**config.mk**
```make
export PLATFORM = sky130hd
export DESIGN_NAME = mem_port_arbiter_flat
export DESIGN_NICKNAME = d
export VERILOG_FILES = /design/src/rtl/mem_pkg.sv /design/src/rtl/mem_port_arbiter_if.sv /design/src/rtl/mem_rsp_tag_pipe.sv /design/src/rtl/mem_port_arbiter.sv /design/src/flat_wrapper.sv
export SDC_FILE = /design/constraint.sdc
export NUM_CORES = 1
export LEC_CHECK = 0
export CAP_MARGIN = 20
export CORE_AREA = 4 4 102 104
export CTS_CLUSTER_DIAMETER = 120
export DETAILED_ROUTE_END_ITERATION = 8
export DIE_AREA = 0 0 106 108
export GPL_TIMING_DRIVEN = 0
export PLACE_DENSITY = 0.69
export SLEW_MARGIN = 20
export SYNTH_ARGS = -nofsm -noshare
export SYNTH_HDL_FRONTEND = slang
export SYNTH_HIERARCHICAL = 1
export SYNTH_SLANG_ARGS = --single-unit
```
**constraint.sdc**
```tcl
create_clock -name clk -period 2 [get_ports clk]
set_input_delay 0.4 -clock clk [delete_from_list [all_inputs] [get_ports clk]]
set_output_delay 0.4 -clock clk [all_outputs]
set_load 0.01 [all_outputs]
```
**src/rtl/mem_pkg.sv**
```systemverilog
// Shared types for the unified-RAM port arbiter: requester ownership, response
// tags and address alignment helpers.
package mem_pkg;

  typedef enum logic {
    OWN_IF = 1'b0,
    OWN_D  = 1'b1
  } mem_owner_t;

  typedef struct packed {
    logic       vld;
    mem_owner_t owner;
  } mem_tag_t;

  localparam logic [31:0] WORD_ALIGN_MASK = 32'hFFFF_FFFC;

  localparam mem_tag_t TAG_IDLE = '{vld: 1'b0, owner: OWN_IF};

  function automatic logic [31:0] word_align(input logic [31:0] addr);
    return addr & WORD_ALIGN_MASK;
  endfunction

  // Drops the valid bit of a tag whose owner is being killed.
  function automatic mem_tag_t tag_kill(input mem_tag_t tag,
                                        input logic     kill_if,
                                        input logic     kill_d);
    mem_tag_t res;
    res = tag;
    if ((tag.owner == OWN_IF && kill_if) || (tag.owner == OWN_D && kill_d)) begin
      res.vld = 1'b0;
    end
    return res;
  endfunction

endpackage

```
**src/rtl/mem_port_arbiter_if.sv**
```systemverilog
// Request/response/RAM bundle between the core's two requesters, the arbiter
// and the single-port RAM.
interface mem_port_arbiter_if;

  logic        flush;

  logic        if_req_valid;
  logic        if_req_ready;
  logic [31:0] if_req_addr;
  logic        if_rsp_valid;
  logic [31:0] if_rsp_data;

  logic        d_req_valid;
  logic        d_req_ready;
  logic        d_req_we;
  logic [31:0] d_req_addr;
  logic [31:0] d_req_wdata;
  logic        d_rsp_valid;
  logic [31:0] d_rsp_data;

  logic        mem_we;
  logic [31:0] mem_addr;
  logic [31:0] mem_wdata;
  logic        mem_wdata_oe;
  logic [31:0] mem_rdata;

  // Arbiter side.
  modport slave (
    input  flush,
    input  if_req_valid, if_req_addr,
    output if_req_ready, if_rsp_valid, if_rsp_data,
    input  d_req_valid, d_req_we, d_req_addr, d_req_wdata,
    output d_req_ready, d_rsp_valid, d_rsp_data,
    output mem_we, mem_addr, mem_wdata, mem_wdata_oe,
    input  mem_rdata
  );

  // Core requesters plus RAM.
  modport master (
    output flush,
    output if_req_valid, if_req_addr,
    input  if_req_ready, if_rsp_valid, if_rsp_data,
    output d_req_valid, d_req_we, d_req_addr, d_req_wdata,
    input  d_req_ready, d_rsp_valid, d_rsp_data,
    input  mem_we, mem_addr, mem_wdata, mem_wdata_oe,
    output mem_rdata
  );

endinterface

```
**src/rtl/mem_rsp_tag_pipe.sv**
```systemverilog
// Fixed-depth shift register of response tags; the head tag says who owns the
// RAM read data this cycle. Per-owner kill clears valids in every stage.
module mem_rsp_tag_pipe
  import mem_pkg::*;
#(
  parameter int DEPTH = 1
) (
  input  logic     clk,
  input  logic     rst_n,
  input  mem_tag_t i_push,
  input  logic     i_kill_if,
  input  logic     i_kill_d,
  output mem_tag_t o_head
);

  mem_tag_t r_stage [DEPTH];

  // NOTE: the tag stages are reset, unlike RAM-style storage, because a stale
  // vld surviving reset would emit a phantom response.
  always_ff @(posedge clk or negedge rst_n) begin
    if (!rst_n) begin
      for (int i = 0; i < DEPTH; i++) begin
        r_stage[i] <= TAG_IDLE;
      end
    end else begin
      // NOTE: non-blocking assignments make every stage sample its
      // predecessor's old value, which is what makes this a shift register.
      r_stage[0] <= tag_kill(i_push, i_kill_if, i_kill_d);
      for (int i = 1; i < DEPTH; i++) begin
        r_stage[i] <= tag_kill(r_stage[i-1], i_kill_if, i_kill_d);
      end
    end
  end

  // The head is also killed combinationally so a flush suppresses a response
  // landing in the flush cycle itself.
  assign o_head = tag_kill(r_stage[DEPTH-1], i_kill_if, i_kill_d);

endmodule

```
**src/rtl/mem_port_arbiter.sv**
```systemverilog
// Two-requester arbiter for the single-port unified RAM: data wins by default,
// a starvation counter forces fetch through, read data is routed by tag.
module mem_port_arbiter
  import mem_pkg::*;
#(
  parameter int RD_LATENCY   = 1,
  parameter int STARVE_LIMIT = 4
) (
  input  logic                clk,
  input  logic                rst_n,
  mem_port_arbiter_if.slave   bus
);

  localparam int CNT_W = $clog2(STARVE_LIMIT + 1);
  localparam logic [CNT_W-1:0] CNT_MAX = CNT_W'(STARVE_LIMIT);

  logic [CNT_W-1:0] r_starve_cnt;

  logic     w_if_cand;
  logic     w_d_cand;
  logic     w_grant_if;
  logic     w_grant_d;
  logic     w_d_read;
  mem_tag_t w_push;
  mem_tag_t w_head;
  logic     w_rsp_if;
  logic     w_rsp_d;

  assign w_if_cand = bus.if_req_valid & ~bus.flush;
  assign w_d_cand  = bus.d_req_valid;

  // Grants are gated by rst_n so every output reads 0 while reset is held.
  // NOTE: both grants get a default before any branch, so no path leaves
  // them unassigned and no latch is inferred.
  always_comb begin
    w_grant_if = 1'b0;
    w_grant_d  = 1'b0;
    if (rst_n) begin
      if (w_if_cand && w_d_cand) begin
        if (r_starve_cnt == CNT_MAX) w_grant_if = 1'b1;
        else                         w_grant_d  = 1'b1;
      end else if (w_if_cand) begin
        w_grant_if = 1'b1;
      end else if (w_d_cand) begin
        w_grant_d = 1'b1;
      end
    end
  end

  // Counts consecutive cycles a live fetch candidate lost arbitration.
  always_ff @(posedge clk or negedge rst_n) begin
    if (!rst_n) begin
      r_starve_cnt <= '0;
    end else if (!bus.if_req_valid || w_grant_if) begin
      r_starve_cnt <= '0;
    end else if (w_if_cand && r_starve_cnt != CNT_MAX) begin
      r_starve_cnt <= r_starve_cnt + CNT_W'(1);
    end
  end

  assign bus.if_req_ready = w_grant_if;
  assign bus.d_req_ready  = w_grant_d;

  assign bus.mem_addr     = w_grant_if ? word_align(bus.if_req_addr) :
                            w_grant_d  ? word_align(bus.d_req_addr)  : 32'h0;
  assign bus.mem_we       = w_grant_d & bus.d_req_we;
  assign bus.mem_wdata_oe = bus.mem_we;
  assign bus.mem_wdata    = rst_n ? bus.d_req_wdata : 32'h0;

  // Stores occupy the RAM slot but push an invalid tag: they never respond.
  assign w_d_read     = w_grant_d & ~bus.d_req_we;
  assign w_push.vld   = w_grant_if | w_d_read;
  assign w_push.owner = w_grant_if ? OWN_IF : OWN_D;

  mem_rsp_tag_pipe #(
    .DEPTH (RD_LATENCY)
  ) u_tag_pipe (
    .clk       (clk),
    .rst_n     (rst_n),
    .i_push    (w_push),
    .i_kill_if (bus.flush),
    .i_kill_d  (1'b0),
    .o_head    (w_head)
  );

  assign w_rsp_if = w_head.vld & (w_head.owner == OWN_IF);
  assign w_rsp_d  = w_head.vld & (w_head.owner == OWN_D);

  assign bus.if_rsp_valid = w_rsp_if;
  assign bus.if_rsp_data  = w_rsp_if ? bus.mem_rdata : 32'h0;
  assign bus.d_rsp_valid  = w_rsp_d;
  assign bus.d_rsp_data   = w_rsp_d ? bus.mem_rdata : 32'h0;

endmodule
```
**src/flat_wrapper.sv**
```systemverilog
// flat-port wrapper written by rule: the top's interface ports become plain ports
module mem_port_arbiter_flat import mem_pkg::*;
#(
  parameter int RD_LATENCY   = 1,
  parameter int STARVE_LIMIT = 4
)
  (clk, rst_n, bus_flush, bus_if_req_valid, bus_if_req_addr, bus_if_req_ready, bus_if_rsp_valid, bus_if_rsp_data, bus_d_req_valid, bus_d_req_we, bus_d_req_addr, bus_d_req_wdata, bus_d_req_ready, bus_d_rsp_valid, bus_d_rsp_data, bus_mem_we, bus_mem_addr, bus_mem_wdata, bus_mem_wdata_oe, bus_mem_rdata);
  mem_port_arbiter_if bus_i ();
  input  logic clk;
  input  logic rst_n;
  input wire logic [$bits(bus_i.flush)-1:0] bus_flush;
  input wire logic [$bits(bus_i.if_req_valid)-1:0] bus_if_req_valid;
  input wire logic [$bits(bus_i.if_req_addr)-1:0] bus_if_req_addr;
  output wire logic [$bits(bus_i.if_req_ready)-1:0] bus_if_req_ready;
  output wire logic [$bits(bus_i.if_rsp_valid)-1:0] bus_if_rsp_valid;
  output wire logic [$bits(bus_i.if_rsp_data)-1:0] bus_if_rsp_data;
  input wire logic [$bits(bus_i.d_req_valid)-1:0] bus_d_req_valid;
  input wire logic [$bits(bus_i.d_req_we)-1:0] bus_d_req_we;
  input wire logic [$bits(bus_i.d_req_addr)-1:0] bus_d_req_addr;
  input wire logic [$bits(bus_i.d_req_wdata)-1:0] bus_d_req_wdata;
  output wire logic [$bits(bus_i.d_req_ready)-1:0] bus_d_req_ready;
  output wire logic [$bits(bus_i.d_rsp_valid)-1:0] bus_d_rsp_valid;
  output wire logic [$bits(bus_i.d_rsp_data)-1:0] bus_d_rsp_data;
  output wire logic [$bits(bus_i.mem_we)-1:0] bus_mem_we;
  output wire logic [$bits(bus_i.mem_addr)-1:0] bus_mem_addr;
  output wire logic [$bits(bus_i.mem_wdata)-1:0] bus_mem_wdata;
  output wire logic [$bits(bus_i.mem_wdata_oe)-1:0] bus_mem_wdata_oe;
  input wire logic [$bits(bus_i.mem_rdata)-1:0] bus_mem_rdata;
  assign bus_i.flush = bus_flush;
  assign bus_i.if_req_valid = bus_if_req_valid;
  assign bus_i.if_req_addr = bus_if_req_addr;
  assign bus_if_req_ready = bus_i.if_req_ready;
  assign bus_if_rsp_valid = bus_i.if_rsp_valid;
  assign bus_if_rsp_data = bus_i.if_rsp_data;
  assign bus_i.d_req_valid = bus_d_req_valid;
  assign bus_i.d_req_we = bus_d_req_we;
  assign bus_i.d_req_addr = bus_d_req_addr;
  assign bus_i.d_req_wdata = bus_d_req_wdata;
  assign bus_d_req_ready = bus_i.d_req_ready;
  assign bus_d_rsp_valid = bus_i.d_rsp_valid;
  assign bus_d_rsp_data = bus_i.d_rsp_data;
  assign bus_mem_we = bus_i.mem_we;
  assign bus_mem_addr = bus_i.mem_addr;
  assign bus_mem_wdata = bus_i.mem_wdata;
  assign bus_mem_wdata_oe = bus_i.mem_wdata_oe;
  assign bus_i.mem_rdata = bus_mem_rdata;
  mem_port_arbiter #(.RD_LATENCY(RD_LATENCY), .STARVE_LIMIT(STARVE_LIMIT)) u_core (.clk(clk), .rst_n(rst_n), .bus(bus_i));
endmodule
```
-- Word-level counts from Yosys, hierarchy flattened
Cells that the tools add are included.
Widths: inputs -> output; s select.
- magnitude comparators: 0
- reduce and logical (&&, ||, !) cells: 7
- $add $sub $neg: 1
- div/mod/pow operators: 0
- shifts and indexed selects: 0
- bitwise logic cells: 9
- equal/unequal tests: 2
- multiply operators: 0
- muxes and demuxes: 19
- operator list (operator ; count):
    $mux 32 ; 5
    $mux 1 ; 12
    $mux 3 ; 2
    $and 1x1->1 ; 5
    $logic_and 1x1->1 ; 4
    $add 3x1->3 const B ; 1
    $eq 3x3->1 const B ; 1
    $ne 3x3->1 const B ; 1
    $not 1->1 ; 3
    $reduce_bool 2->1 ; 1
    $logic_not 1->1 ; 1
    $logic_or 1x1->1 ; 1
    $or 1x1->1 ; 1
- flip-flop bits (word level): 5
- bits in writable memories: 0
- output and inout bits: 134
- bits of input ports: 134
- logic and storage cells: 41
- memories: 0
- ROM bits: 0
- latch bits: 0

-- Longest topological paths before layout
- depth in word-level cells: 8
- depth in mapped cells: 8

-- By module
Netlist, hierarchy kept.
- by module, submodules not included (module ; sequential area each (um2) ; cells each ; area an instance (um2) ; instances):
    mem_port_arbiter ; 75.1 ; 175 ; 1285.0 ; 1
    mem_rsp_tag_pipe ; 50.0 ; 7 ; 90.1 ; 1

-- Worst setup path after synthesis
Ideal clock, no wire load.
- path kind: reg2out
- start: register u_core.r_starve_cnt[0]
- end: output port bus_mem_we
- stages on the path, launching flop included: 8
- arrival: 1.510 ns
- path buffers: 2
- slack: 0.090 ns
- cell sequence: dfrtp_1 -> inv_1 -> ha_1 -> nand2_1 -> o311a_4 -> buf_6 -> and2_1 -> buf_4
- word-level cells in the longest chain between the ends: 5
- ends and longest elaborated chain (what ; line ; text):
    from (decl) ; mem_port_arbiter.sv:17 ; logic [CNT_W-1:0] r_starve_cnt;
    from (signal assigned) ; mem_port_arbiter.sv:57 ; r_starve_cnt <= r_starve_cnt + CNT_W'(1);
    $eq 3x3->1 ; mem_port_arbiter.sv:40 ; if (r_starve_cnt == CNT_MAX) w_grant_if = 1'b1;
    $mux 1 ; mem_port_arbiter.sv:40 ;
    $mux 1 ; mem_port_arbiter.sv:39 ; if (w_if_cand && w_d_cand) begin
    $mux 1 ; mem_port_arbiter.sv:38 ; if (rst_n) begin
    named net bus_d_req_ready ; flat_wrapper.sv:21 ; output wire logic [$bits(bus_i.d_req_ready)-1:0] bus_d_req_ready;
    $and 1x1->1 ; mem_port_arbiter.sv:66 ; assign bus.mem_we = w_grant_d & bus.d_req_we;
    to (decl) ; flat_wrapper.sv:24 ; output wire logic [$bits(bus_i.mem_we)-1:0] bus_mem_we;
The timed path passes the listed nets, and every way through them passes these cells.

==> results.py <==
metrics = {
    "drt": {
        "drt_iter0_drc": 88,
        "viasPerCell": 4.15,
        "dr.pass1.iters": 6,
        "wirelength_mm": 9.19,
        "vias": 2532,
        "drc_errors": 0,
        "drtAntennaViolNets": 0,
        "wl_per_cell_um": 15.1,
    },
    "sta": {
        "period_minus_slack_ps": 2160,
        "slew_viol_final": 0,
        "setup_tns_ps": -5330,
        "clock_skew_ps": 0.778,
        "rsz0062_at_grt": "yes",
        "fmax_mhz": 463,
        "fin_crit_sh_pct": 108,
        "hold_violations": 0,
        "setup_violations": 62,
        "fin_ws_ps": -161,
        "worst_pin_slew_ps": 490,
        "slew_headroom_pct": 66.9,
    },
    "synthesis": {
        "yosys.area_share.simple_pct": 49.9,
        "synth_top_family_by_area": "simple AND/OR/NAND/NOR gates",
        "ys_seq_area_share_pct": 9.10,
        "yosysWarnings": 6,
        "syn_area_per_cell_um2": 7.56,
        "synth_seq_cells": 5,
        "synth-xor-area-share_pct": 0.637,
        "synthAdderAreaFrac_pct": 1.82,
        "netlist_area_um2": 1380,
        "synth_compound_area_share_pct": 22.6,
        "synth_mux_area_share_pct": 2.18,
        "netlist_instances": 182,
        "synth_cell_types": 26,
    },
    "worst_setup_path": {
        "startpoint_type": "flop",
        "crit_arrival_ps": 1760,
        "worst_path_dominant_cell_family": "simple AND/OR/NAND/NOR gates",
        "crit_chain": "mux2i_1, and2_4, and2b_2, buf_6, buf_8, buf_12, and2_4, buf_6",
        "rrSetupSlack_ps": 170,
        "cpPeakStageDelay_ps": 380,
        "rr_startpoint": "u_core/r_starve_cnt[1]$_DFFE_PN0P_",
        "timing.rr.end": "u_core/u_tag_pipe/r_stage[1]$_DFF_PN0_",
        "end_kind": "primary output",
        "crit_path_top_delay_cell": "dfrtp_1",
        "crit_fanout": 6,
        "critical_path_buf_inv_count": 4,
        "required_ps": 1600,
        "rr_worst_depth": 9,
        "worstSetupPathType": "flop to primary output",
    },
    "cells_and_area": {
        "area_growth_pct": 234,
        "fin_area_um2": 4590,
        "drive_gt1_share_pct": 41.7,
        "nNetsFinal": 614,
        "diodes": 0,
    },
    "flow_run": {
        "cap_violations": 0,
    },
    "floorplan": {
        "core_area_um2": 9550,
        "die_x_um": 106,
        "core.rowCount": 36,
        "start_util_pct": 14.4,
        "die_y_um": 108,
        "ioPinCount": 268,
        "dieArea_um2": 11400,
    },
    "pwr": {
        "power_leakage_nw": 2.21,
        "p_clk_share_pct": 19.0,
        "switching_share_pct": 27.9,
        "power_density_nw_per_um2": 209,
        "pwr-share-seq_pct": 11.5,
        "peakVddDrop_mv": 0.163,
        "internal_power_mw": 0.691,
        "p_sw_mw": 0.268,
        "combPwrFrac_pct": 69.4,
    },
    "global_route": {
        "antenna_found_initial": 0,
        "grt_pass1_wl_mm": 12.9,
        "grt_start_max_net_pins": 13,
        "grt_pass1_vias": 2645,
        "overflow": 0,
        "grt_util_all_layers_pct": 13.9,
    },
    "cts": {
        "cts_tree": "done",
        "h-tree-depth": 1,
        "cts_sinks": 5,
        "holdBufCountCts": 0,
        "clk_pin_slew_ps": 30,
        "clockBufferDepth": 2,
        "cts_root_buffer": "clkbuf_8",
        "cts_buffers": 3,
        "clock_latency_ps": 220,
    },
    "run_status": {
        "run_status": "complete, but fails checks",
        "failed_checks": "negative setup slack",
    },
    "placed_design": {
        "io_buffers": 261,
        "hpwlAfterDp_mm": 7.43,
        "gp_congestion": 0.880,
        "placed_cell_area_um2": 4170,
    },
    "worst_hold_path": {
        "hp-class": "primary input to asynchronous set/reset pin",
    },
}
-- cell type report --
| class | instances | area [um2] |
|---|---|---|
| Fill cell | 932 | 4960 |
| Multi-Input combinational cell | 152 | 1250 |
| Inverter | 6 | 30.0 |
| Timing Repair Buffer | 289 | 2750 |
| Tap cell | 133 | 166 |
| Sequential cell | 5 | 125 |
| Buffer | 21 | 221 |
| Clock buffer | 4 | 45.0 |
-- layer usage --
layer	wire [um]	share of wire, %	GRT usage (%)
met3	913	9.9	4.36
met1	3170	34	13.1
met4	34	0.37	1.94
met5	0	0	0
met2	5080	55	29.5
-- registers in the layout, summed over array words and instances, names as in the netlist --
register                   count
u_core/r_starve_cnt            3
u_core/u_tag_pipe/r_stage      1
u_core/u_tag_pipe/o_head       1
-- worst max-delay path by stage --
stage,from,to,depth (start not counted)
floorplan,u_core/r_starve_cnt[0]$_DFFE_PN0P_,bus_mem_we,7
global placement,bus_flush,bus_if_rsp_data[16],7
detailed placement,bus_flush,bus_if_rsp_data[16],7
CTS,u_core/r_starve_cnt[1]$_DFFE_PN0P_,bus_mem_we,8
global route,u_core/u_tag_pipe/o_head[0]$_DFF_PN0_,bus_if_rsp_data[12],8
finish,u_core/u_tag_pipe/o_head[0]$_DFF_PN0_,bus_if_rsp_data[17],8
-- placed cells by master, fill, tap and decap left out --
cell type          n
a21o_1             1
a21o_4             1
a21oi_1            2
a22o_1            30
and2_1            46
and2_4            22
and2b_2            1
and3_1            13
and3_4            19
buf_12             4
buf_2             49
buf_4             16
buf_6             59
buf_8              8
clkbuf_1           2
clkbuf_16          3
clkbuf_2           6
clkbuf_8           3
clkdlybuf4s15_1    1
clkdlybuf4s50_1  158
conb_1             4
dfrtp_1            5
dlygate4sd2_1      5
ha_1               1
ha_4               1
inv_1              2
inv_2              3
inv_8              1
mux2i_1            3
nand2_4            1
nand3b_1           1
nor3_1             2
nor4_4             1
nor4bb_1           1
o311a_4            1
xnor2_1            1
-- worst register-to-register path: cells and delay by family, from the launching register on --
family          cells  cell delay [ps]
compound gates      2              550
buf+inv             4              460
flops               1              370
simple gates        2              180
fa+ha+maj           1              150
-- power by group through the flow --
stage                     Clock, mW  Combinational (mW)  Sequential (mW)
after floorplan                   0               0.175            0.112
after global placement            0               0.615            0.112
after detailed placement          0               0.624            0.113
after CTS                     0.189               0.633            0.111
after global routing          0.200               0.711            0.111
final                         0.182               0.665            0.111
-- synthesized netlist by cell type --
cell type  instances  share of area (%)
a21o_1             1               0.55
a21o_2             1               0.64
a21oi_1            2               0.73
a22o_1            30                 19
and2_1            68                 31
and2b_1            1               0.55
and3_1            32                 15
buf_12             1                1.5
buf_4              4                2.2
buf_6              3                2.5
buf_8              2                2.2
clkbuf_1          12                3.3
conb_1             1               0.27
dfrtp_1            5                9.1
ha_1               2                1.8
inv_1              4                1.1
inv_2              1               0.27
inv_6              1               0.64
mux2i_1            3                2.2
nand2_1            1               0.27
nand3b_1           1               0.55
nor3_1             2               0.73
nor4_4             1                1.5
nor4bb_1           1               0.73
o311a_4            1                1.5
xnor2_1            1               0.64
-- metrics by stage --
stage / worst slack [ps] / total power [mW] / instances / util (%) / hold WS, ps
after floorplan: 89.9 / 0.286 / 185 / - / 104
after global placement: -1190 / 0.728 / 579 / 43.6 / 573
after detailed placement: -1230 / 0.736 / 579 / 43.6 / 591
after CTS: -219 / 0.934 / 602 / 44.1 / 10.9
after global routing: -233 / 1.02 / 610 / 48.1 / 12.3
final: -161 / 0.958 / 610 / 48.1 / 10.5
-- kinds of logic after synthesis --
family                     count (synthesis)
and+or+nand+nor                          107
AOI/OAI and AO/OA                         35
buffers and inverters                     28
DFF                                        5
muxes                                      3
adders and majority gates                  2
other                                      1
xor gates and xnor gates                   1
-- timing repair --
item / 4_1_cts / 5_1_grt
cloned: 4 / 3
endpoints found under the hold margin: 0 / 0
gates resized for setup: 425 / 123
setup buffers: 15 / 7
setup endpoints to repair: 132 / 105
pin swaps: 13 / 16
No activity file was read; power rests on OpenSTA's default activity.
